[src/rtl/mem_access_unit.sv]
// Memory-access pipeline stage: sub-word loads/stores with byte strobes, sign/zero extension,
// misalignment faults and a request/ready data-memory handshake that stalls upstream while busy.
module mem_access_unit #(
  parameter int XLEN   = 32,
  parameter int ADDR_W = 32
) (
  input  logic                clk,
  input  logic                rst,
  input  logic                EX_MEM_valid,
  input  logic                EX_MEM_memread,
  input  logic                EX_MEM_memwrite,
  input  logic                EX_MEM_memtoreg,
  input  logic                EX_MEM_regwrite,
  input  logic [2:0]          EX_MEM_funct3,
  input  logic [4:0]          EX_MEM_rd,
  input  logic [XLEN-1:0]     EX_MEM_ALU_result,
  input  logic [XLEN-1:0]     EX_MEM_rs2_data,
  output logic                MEM_stall,
  output logic                mem_req,
  output logic                mem_we,
  output logic [ADDR_W-1:0]   mem_addr,
  output logic [XLEN-1:0]     mem_wdata,
  output logic [XLEN/8-1:0]   mem_wstrb,
  input  logic                mem_ready,
  input  logic [XLEN-1:0]     mem_rdata,
  output logic                MEM_valid,
  output logic                MEM_regwrite,
  output logic                MEM_memtoreg,
  output logic [4:0]          MEM_rd,
  output logic [XLEN-1:0]     MEM_ALU_result,
  output logic [XLEN-1:0]     MEM_load_data,
  output logic                MEM_fault
);

  localparam int NB    = XLEN / 8;
  localparam int OFF_W = $clog2(NB);

  typedef enum logic {IDLE, BUSY} state_t;
  state_t state_reg, state_next;

  // Latched request, held stable for the whole BUSY period
  logic              req_we_reg;
  logic [ADDR_W-1:0] req_addr_reg;
  logic [XLEN-1:0]   req_wdata_reg;
  logic [NB-1:0]     req_wstrb_reg;
  logic [OFF_W-1:0]  req_off_reg;
  logic [2:0]        req_funct3_reg;

  // Writeback fields of the outstanding memory op, published only when it completes
  logic              pend_regwrite_reg;
  logic              pend_memtoreg_reg;
  logic [4:0]        pend_rd_reg;
  logic [XLEN-1:0]   pend_alu_reg;

  logic              mem_valid_reg;
  logic              mem_regwrite_reg;
  logic              mem_memtoreg_reg;
  logic [4:0]        mem_rd_reg;
  logic [XLEN-1:0]   mem_alu_reg;
  logic [XLEN-1:0]   mem_load_reg;
  logic              mem_fault_reg;

  logic [OFF_W-1:0]  off;
  logic [NB-1:0]     size_mask;
  logic              legal;
  logic              misaligned;
  logic              is_mem;
  logic              accept;
  logic              go_busy;
  logic              fault_now;

  assign off = EX_MEM_ALU_result[OFF_W-1:0];

  always_comb begin
    legal      = 1'b1;
    misaligned = 1'b0;
    size_mask  = '0;
    case (EX_MEM_funct3)
      3'b000, 3'b100: size_mask = NB'(8'h01);
      3'b001, 3'b101: begin
        size_mask  = NB'(8'h03);
        misaligned = off[0];
      end
      3'b010: begin
        size_mask  = NB'(8'h0F);
        misaligned = |off[1:0];
      end
      3'b110: begin
        size_mask  = NB'(8'h0F);
        misaligned = |off[1:0];
        legal      = (XLEN == 64);
      end
      3'b011: begin
        size_mask  = NB'(8'hFF);
        misaligned = |off;
        legal      = (XLEN == 64);
      end
      default: legal = 1'b0;
    endcase
  end

  assign is_mem    = EX_MEM_memread | EX_MEM_memwrite;
  assign accept    = (state_reg == IDLE) && EX_MEM_valid;
  assign go_busy   = accept && is_mem && legal && !misaligned;
  assign fault_now = accept && is_mem && (!legal || misaligned);

  // Load extraction from the registered request; result is registered, never driven straight out
  logic [XLEN-1:0] shifted;
  logic [XLEN-1:0] keep_mask;
  logic            sign_bit;
  logic [XLEN-1:0] load_ext;

  always_comb begin
    shifted   = mem_rdata >> {req_off_reg, 3'b000};
    keep_mask = '1;
    sign_bit  = 1'b0;
    case (req_funct3_reg[1:0])
      2'b00: begin keep_mask = XLEN'(8'hFF);         sign_bit = shifted[7];  end
      2'b01: begin keep_mask = XLEN'(16'hFFFF);      sign_bit = shifted[15]; end
      2'b10: begin keep_mask = XLEN'(32'hFFFF_FFFF); sign_bit = shifted[31]; end
      default: begin keep_mask = '1;                 sign_bit = 1'b0;        end
    endcase
    load_ext = (shifted & keep_mask) |
               ((!req_funct3_reg[2] && sign_bit) ? ~keep_mask : '0);
  end

  always_ff @(posedge clk or posedge rst) begin
    if (rst) state_reg <= IDLE;
    else     state_reg <= state_next;
  end

  always_comb begin
    state_next = state_reg;
    case (state_reg)
      IDLE:    if (go_busy)   state_next = BUSY;
      BUSY:    if (mem_ready) state_next = IDLE;
      default: state_next = IDLE;
    endcase
  end

  always_comb begin
    MEM_stall = (state_reg == BUSY);
    mem_req   = (state_reg == BUSY);
    mem_we    = (state_reg == BUSY) && req_we_reg;
    mem_addr  = (state_reg == BUSY) ? req_addr_reg  : '0;
    mem_wdata = (state_reg == BUSY) ? req_wdata_reg : '0;
    mem_wstrb = (state_reg == BUSY) ? req_wstrb_reg : '0;
  end

  always_ff @(posedge clk or posedge rst) begin
    if (rst) begin
      req_we_reg        <= 1'b0;
      req_addr_reg      <= '0;
      req_wdata_reg     <= '0;
      req_wstrb_reg     <= '0;
      req_off_reg       <= '0;
      req_funct3_reg    <= '0;
      pend_regwrite_reg <= 1'b0;
      pend_memtoreg_reg <= 1'b0;
      pend_rd_reg       <= '0;
      pend_alu_reg      <= '0;
      mem_valid_reg     <= 1'b0;
      mem_regwrite_reg  <= 1'b0;
      mem_memtoreg_reg  <= 1'b0;
      mem_rd_reg        <= '0;
      mem_alu_reg       <= '0;
      mem_load_reg      <= '0;
      mem_fault_reg     <= 1'b0;
    end else begin
      mem_valid_reg <= 1'b0;
      if (go_busy) begin
        req_we_reg        <= EX_MEM_memwrite;
        req_addr_reg      <= EX_MEM_ALU_result[ADDR_W-1:0] & ~ADDR_W'(NB - 1);
        req_wdata_reg     <= EX_MEM_rs2_data << {off, 3'b000};
        req_wstrb_reg     <= EX_MEM_memwrite ? (size_mask << off) : '0;
        req_off_reg       <= off;
        req_funct3_reg    <= EX_MEM_funct3;
        pend_regwrite_reg <= EX_MEM_regwrite;
        pend_memtoreg_reg <= EX_MEM_memtoreg;
        pend_rd_reg       <= EX_MEM_rd;
        pend_alu_reg      <= EX_MEM_ALU_result;
      end else if (accept) begin
        mem_valid_reg    <= 1'b1;
        mem_regwrite_reg <= EX_MEM_regwrite && !fault_now;
        mem_memtoreg_reg <= EX_MEM_memtoreg;
        mem_rd_reg       <= EX_MEM_rd;
        mem_alu_reg      <= EX_MEM_ALU_result;
        mem_load_reg     <= '0;
        mem_fault_reg    <= fault_now;
      end
      if (state_reg == BUSY && mem_ready) begin
        mem_valid_reg    <= 1'b1;
        mem_regwrite_reg <= pend_regwrite_reg;
        mem_memtoreg_reg <= pend_memtoreg_reg;
        mem_rd_reg       <= pend_rd_reg;
        mem_alu_reg      <= pend_alu_reg;
        mem_load_reg     <= req_we_reg ? '0 : load_ext;
        mem_fault_reg    <= 1'b0;
      end
    end
  end

  assign MEM_valid      = mem_valid_reg;
  assign MEM_regwrite   = mem_regwrite_reg;
  assign MEM_memtoreg   = mem_memtoreg_reg;
  assign MEM_rd         = mem_rd_reg;
  assign MEM_ALU_result = mem_alu_reg;
  assign MEM_load_data  = mem_load_reg;
  assign MEM_fault      = mem_fault_reg;

endmodule

[config.mk]
export PLATFORM = sky130hd
export DESIGN_NAME = mem_access_unit
export DESIGN_NICKNAME = d
export VERILOG_FILES = /design/src/rtl/mem_access_unit.sv
export SDC_FILE = /design/constraint.sdc
export NUM_CORES = 1
export LEC_CHECK = 0
export BUFFER_PORTS_ARGS = -buffer_cell sky130_fd_sc_hd__buf_2
export CAP_MARGIN = 20
export CORE_ASPECT_RATIO = 1.1
export CORE_UTILIZATION = 50
export CTS_CLUSTER_DIAMETER = 100
export DETAILED_ROUTE_END_ITERATION = 8
export GPL_TIMING_DRIVEN = 0
export PLACE_DENSITY = 0.76
export SYNTH_ARGS = -nofsm -noshare
export SYNTH_HDL_FRONTEND = slang
export SYNTH_SLANG_ARGS = --single-unit
[constraint.sdc]
create_clock -name clk -period 7.37 [get_ports clk]
set_clock_uncertainty 0.15 [all_clocks]
set_input_delay 0 -clock clk [delete_from_list [all_inputs] [get_ports clk]]
set_output_delay 0 -clock clk [all_outputs]
set_load 0.02 [all_outputs]
==> flow_metrics.env <==
export IMPL_status="finished clean"
export IMPL_chipHeight_um=131
export IMPL_clk_latency_ns=0.42
export IMPL_peakVddDrop_mv=0.168
export IMPL_gr_total_overflow=0
export IMPL_cts_buffers=17
export IMPL_place_ws_ns=4.87
export IMPL_maxSlewViolCount=0
export IMPL_wirelength_mm=23.9
export IMPL_tritoncts="yes"
export IMPL_gp_congestion=0.881
export IMPL_reg2reg_depth=7
export IMPL_ios=256
export IMPL_slowest_delay_ns=0.60
export IMPL_die_area_mm2=0.0157
export IMPL_antenna_cells=0
export IMPL_power_switching_uw=994
export IMPL_layout_min_cycle_time_ns=3.00
export IMPL_clockRootBuffer="clkbuf_16"
export IMPL_antenna_left=0
export IMPL_numPortBuffers=253
export IMPL_clock_sinks=153
export IMPL_rsz0062_at_grt="false"
export IMPL_synth_cell_types=43
export IMPL_htree_levels=4
export IMPL_hp_class="in2reg"
export IMPL_layout_common_cells="buf_2 (270), dfrtp_1 (153), dlygate4sd3_1 (126), mux2_2 (105), and2_1 (68)"
export IMPL_relSlewSlack_pct=42.6
export IMPL_antenna_found_initial=0
export IMPL_cap_violations=0
export IMPL_drc_errors=0
export IMPL_fillerInstances=988
export IMPL_syn_inst=663
export IMPL_synth_seq_cells=153
export IMPL_cts_buffer_depth=2
export IMPL_dp_hpwl_mm=15.8
export IMPL_r2r_start="req_off_reg[0]"
export IMPL_max_freq_mhz=334
export IMPL_yosysWarnings=0
export IMPL_max_slew_worst_pin_slew_ns=0.861
export IMPL_share_seq_of_total_power_pct=39.0
export IMPL_final_common_cell="buf_2"
export IMPL_p_per_area_mw_per_mm2=271
export IMPL_p_leak_uw=0.00549
export IMPL_grt_pass1_vias=7391
export IMPL_area_growth_pct=44.8
export IMPL_synth_edf_count=0
export IMPL_vias_per_cell=5.47
export IMPL_critPathMaxFanout=10
export IMPL_drtPass1Iterations=5
export IMPL_p_sw_share_pct=33.3
export IMPL_finalSetupViolations=0
export IMPL_die_w_um=120
export IMPL_syn_avg_cell_area_um2=11.5
export IMPL_hold_end="req_wdata_reg[26]"
export IMPL_crit_slowest_cell="dlygate4sd3_1"
export IMPL_num_rows=46
export IMPL_async_reset_ff_share_pct=100
export IMPL_hp_start="EX_MEM_rs2_data[26]"
export IMPL_postCtsSetupBuffers=0
export IMPL_path_clk_slew_ns=0.06
export IMPL_synth_ff_type="dfrtp_1"
export IMPL_crit_type="reg2reg"
export IMPL_p_clk_share_pct=29.9
export IMPL_drt_iter0_markers=560
export IMPL_worst_setup_path_start_kind="flip-flop"
export IMPL_holdPathStages=5
export IMPL_r2r_setup_slack_ns=4.37
export IMPL_min_period_over_period_pct=40.7
export IMPL_avgRoutedWirePerCell_um=18.8
export IMPL_cp_arrival_ns=3.15
export IMPL_cp_end_kind="flip-flop"
export IMPL_crit_path_cell_trace="buf_2 > buf_2 > mux2i_1 > dlygate4sd3_1 > nand2_1 > a32o_1 > dlygate4sd3_1"
export IMPL_final_nets=1175
export IMPL_core_area_mm2=0.0146
export IMPL_start_util_pct=52.1
export IMPL_power_internal_uw=1990
export IMPL_path_depth=7
export IMPL_power_total_uw=2980
export IMPL_syn_area_mm2=0.00761
export IMPL_num_vias=6933
export IMPL_critical_path_top_delay_family="buffers and inverters"
export IMPL_drive_gt1_share_pct=39.1
export IMPL_tns_ns=0
export IMPL_grt_max_degree=95
export IMPL_setup_ws_ns=4.37
export IMPL_reg2reg_to="MEM_load_data[5]"
export IMPL_grt_pass1_wl_mm=38.0
export IMPL_synth_seq_area_share_pct=50.3
export IMPL_grt_use_total_pct=31.1
export IMPL_hold_viol=0
export IMPL_cp_required_ns=7.52
export IMPL_comb_power_share_pct=31.1
export IMPL_path_buf_inv=4
[timing repair]
action | in CTS | in global routing
hold buffers | 126 | 0
gates resized for setup | 0 | 0
hold endpoints to repair | 242 | 0
[tightest hold or removal path: stages]
cell and delay (ns):
buf_2 0.10, nor2b_1 0.13, a211oi_1 0.06, a21oi_1 0.12, mux2_2 0.16
[area by class of cell]
cell class	count	area [µm²]	area share, %
plain buffers	51	243	2.20
flip-flops and latches	153	3830	34.7
inverters	5	23.8	0.216
repair buffers	380	2550	23.2
clock buffers	20	467	4.24
multi-input cells	455	3520	32.0
well taps	192	240	2.18
clock inverters	12	139	1.26
[worst max path at each step]
stage | start | endpoint | slack (ns)
after floorplan | rst | MEM_ALU_result[0] | 3.10
after global placement | rst | MEM_ALU_result[10] | 1.25
after detailed placement | MEM_stall | MEM_ALU_result[6] | 4.87
after CTS | req_off_reg[0] | MEM_load_data[0] | 4.46
after global routing | req_off_reg[0] | MEM_load_data[1] | 4.26
final | req_off_reg[0] | MEM_load_data[5] | 4.37
[synth_stat cells (2+ instances only)]
master	number	area, µm²
dfrtp_1	153	3830
mux2_2	105	1180
and2_1	68	425
nand2_1	56	210
mux2i_1	39	390
a21oi_1	26	130
nor2_1	26	97.6
o21ai_0	26	130
clkbuf_1	25	93.8
mux2_1	20	225
buf_2	17	85.1
nor2b_1	12	75.1
o31ai_1	10	75.1
a211o_1	9	78.8
a221o_1	9	90.1
a211oi_1	8	60.1
a22o_1	8	70.1
a32o_1	7	70.1
buf_4	4	30.0
inv_1	4	15.0
buf_1	3	11.3
buf_6	2	22.5
nand3_1	2	10.0
nor3b_1	2	15.0
o211ai_1	2	15.0
o221ai_1	2	17.5
o41ai_1	2	17.5
[kinds of logic after synthesis]
group / synth area share (%)
other: 0.0493
AO/OA/AOI/OAI: 11.0
flip-flops: 50.3
AND/OR/NAND/NOR: 11.6
multiplexers: 23.6
buffers and inverters: 3.44
[per-stage QoR]
step | area [µm²] | util (%) | hold slack (ns) | instances
finish | 11000 | 75.4 | 0.0387 | 1268
global route | 11000 | 75.4 | 0.0567 | 1268
CTS | 11000 | 75.4 | 0.0102 | 1268
detailed placement | 9150 | 62.6 | 0.0943 | 1110
global placement | 9120 | 62.4 | 0.0857 | 1109
floorplan | 7610 | - | -0.0536 | 664
[metal layers]
layer / wire [µm] / vias up / GRT usage [%] / part of all wire, %
met1: 9380 / 3391 / 36.2 / 39
met5: 0 / - / 0 / 0
met2: 12200 / 325 / 53.9 / 51
met3: 1590 / 64 / 7.25 / 6.6
li1: - / 3153 / - / -
met4: 750 / 0 / 13.6 / 3.1
[power by group through the flow]
stage	registers, µW	logic [µW]	clock network (µW)
after floorplan	1260	449	0
after global placement	1160	823	0
after detailed placement	1170	842	0
after CTS	1160	919	903
after global routing	1180	997	936
final	1160	927	893
No activity file was read; power rests on OpenSTA's default activity.
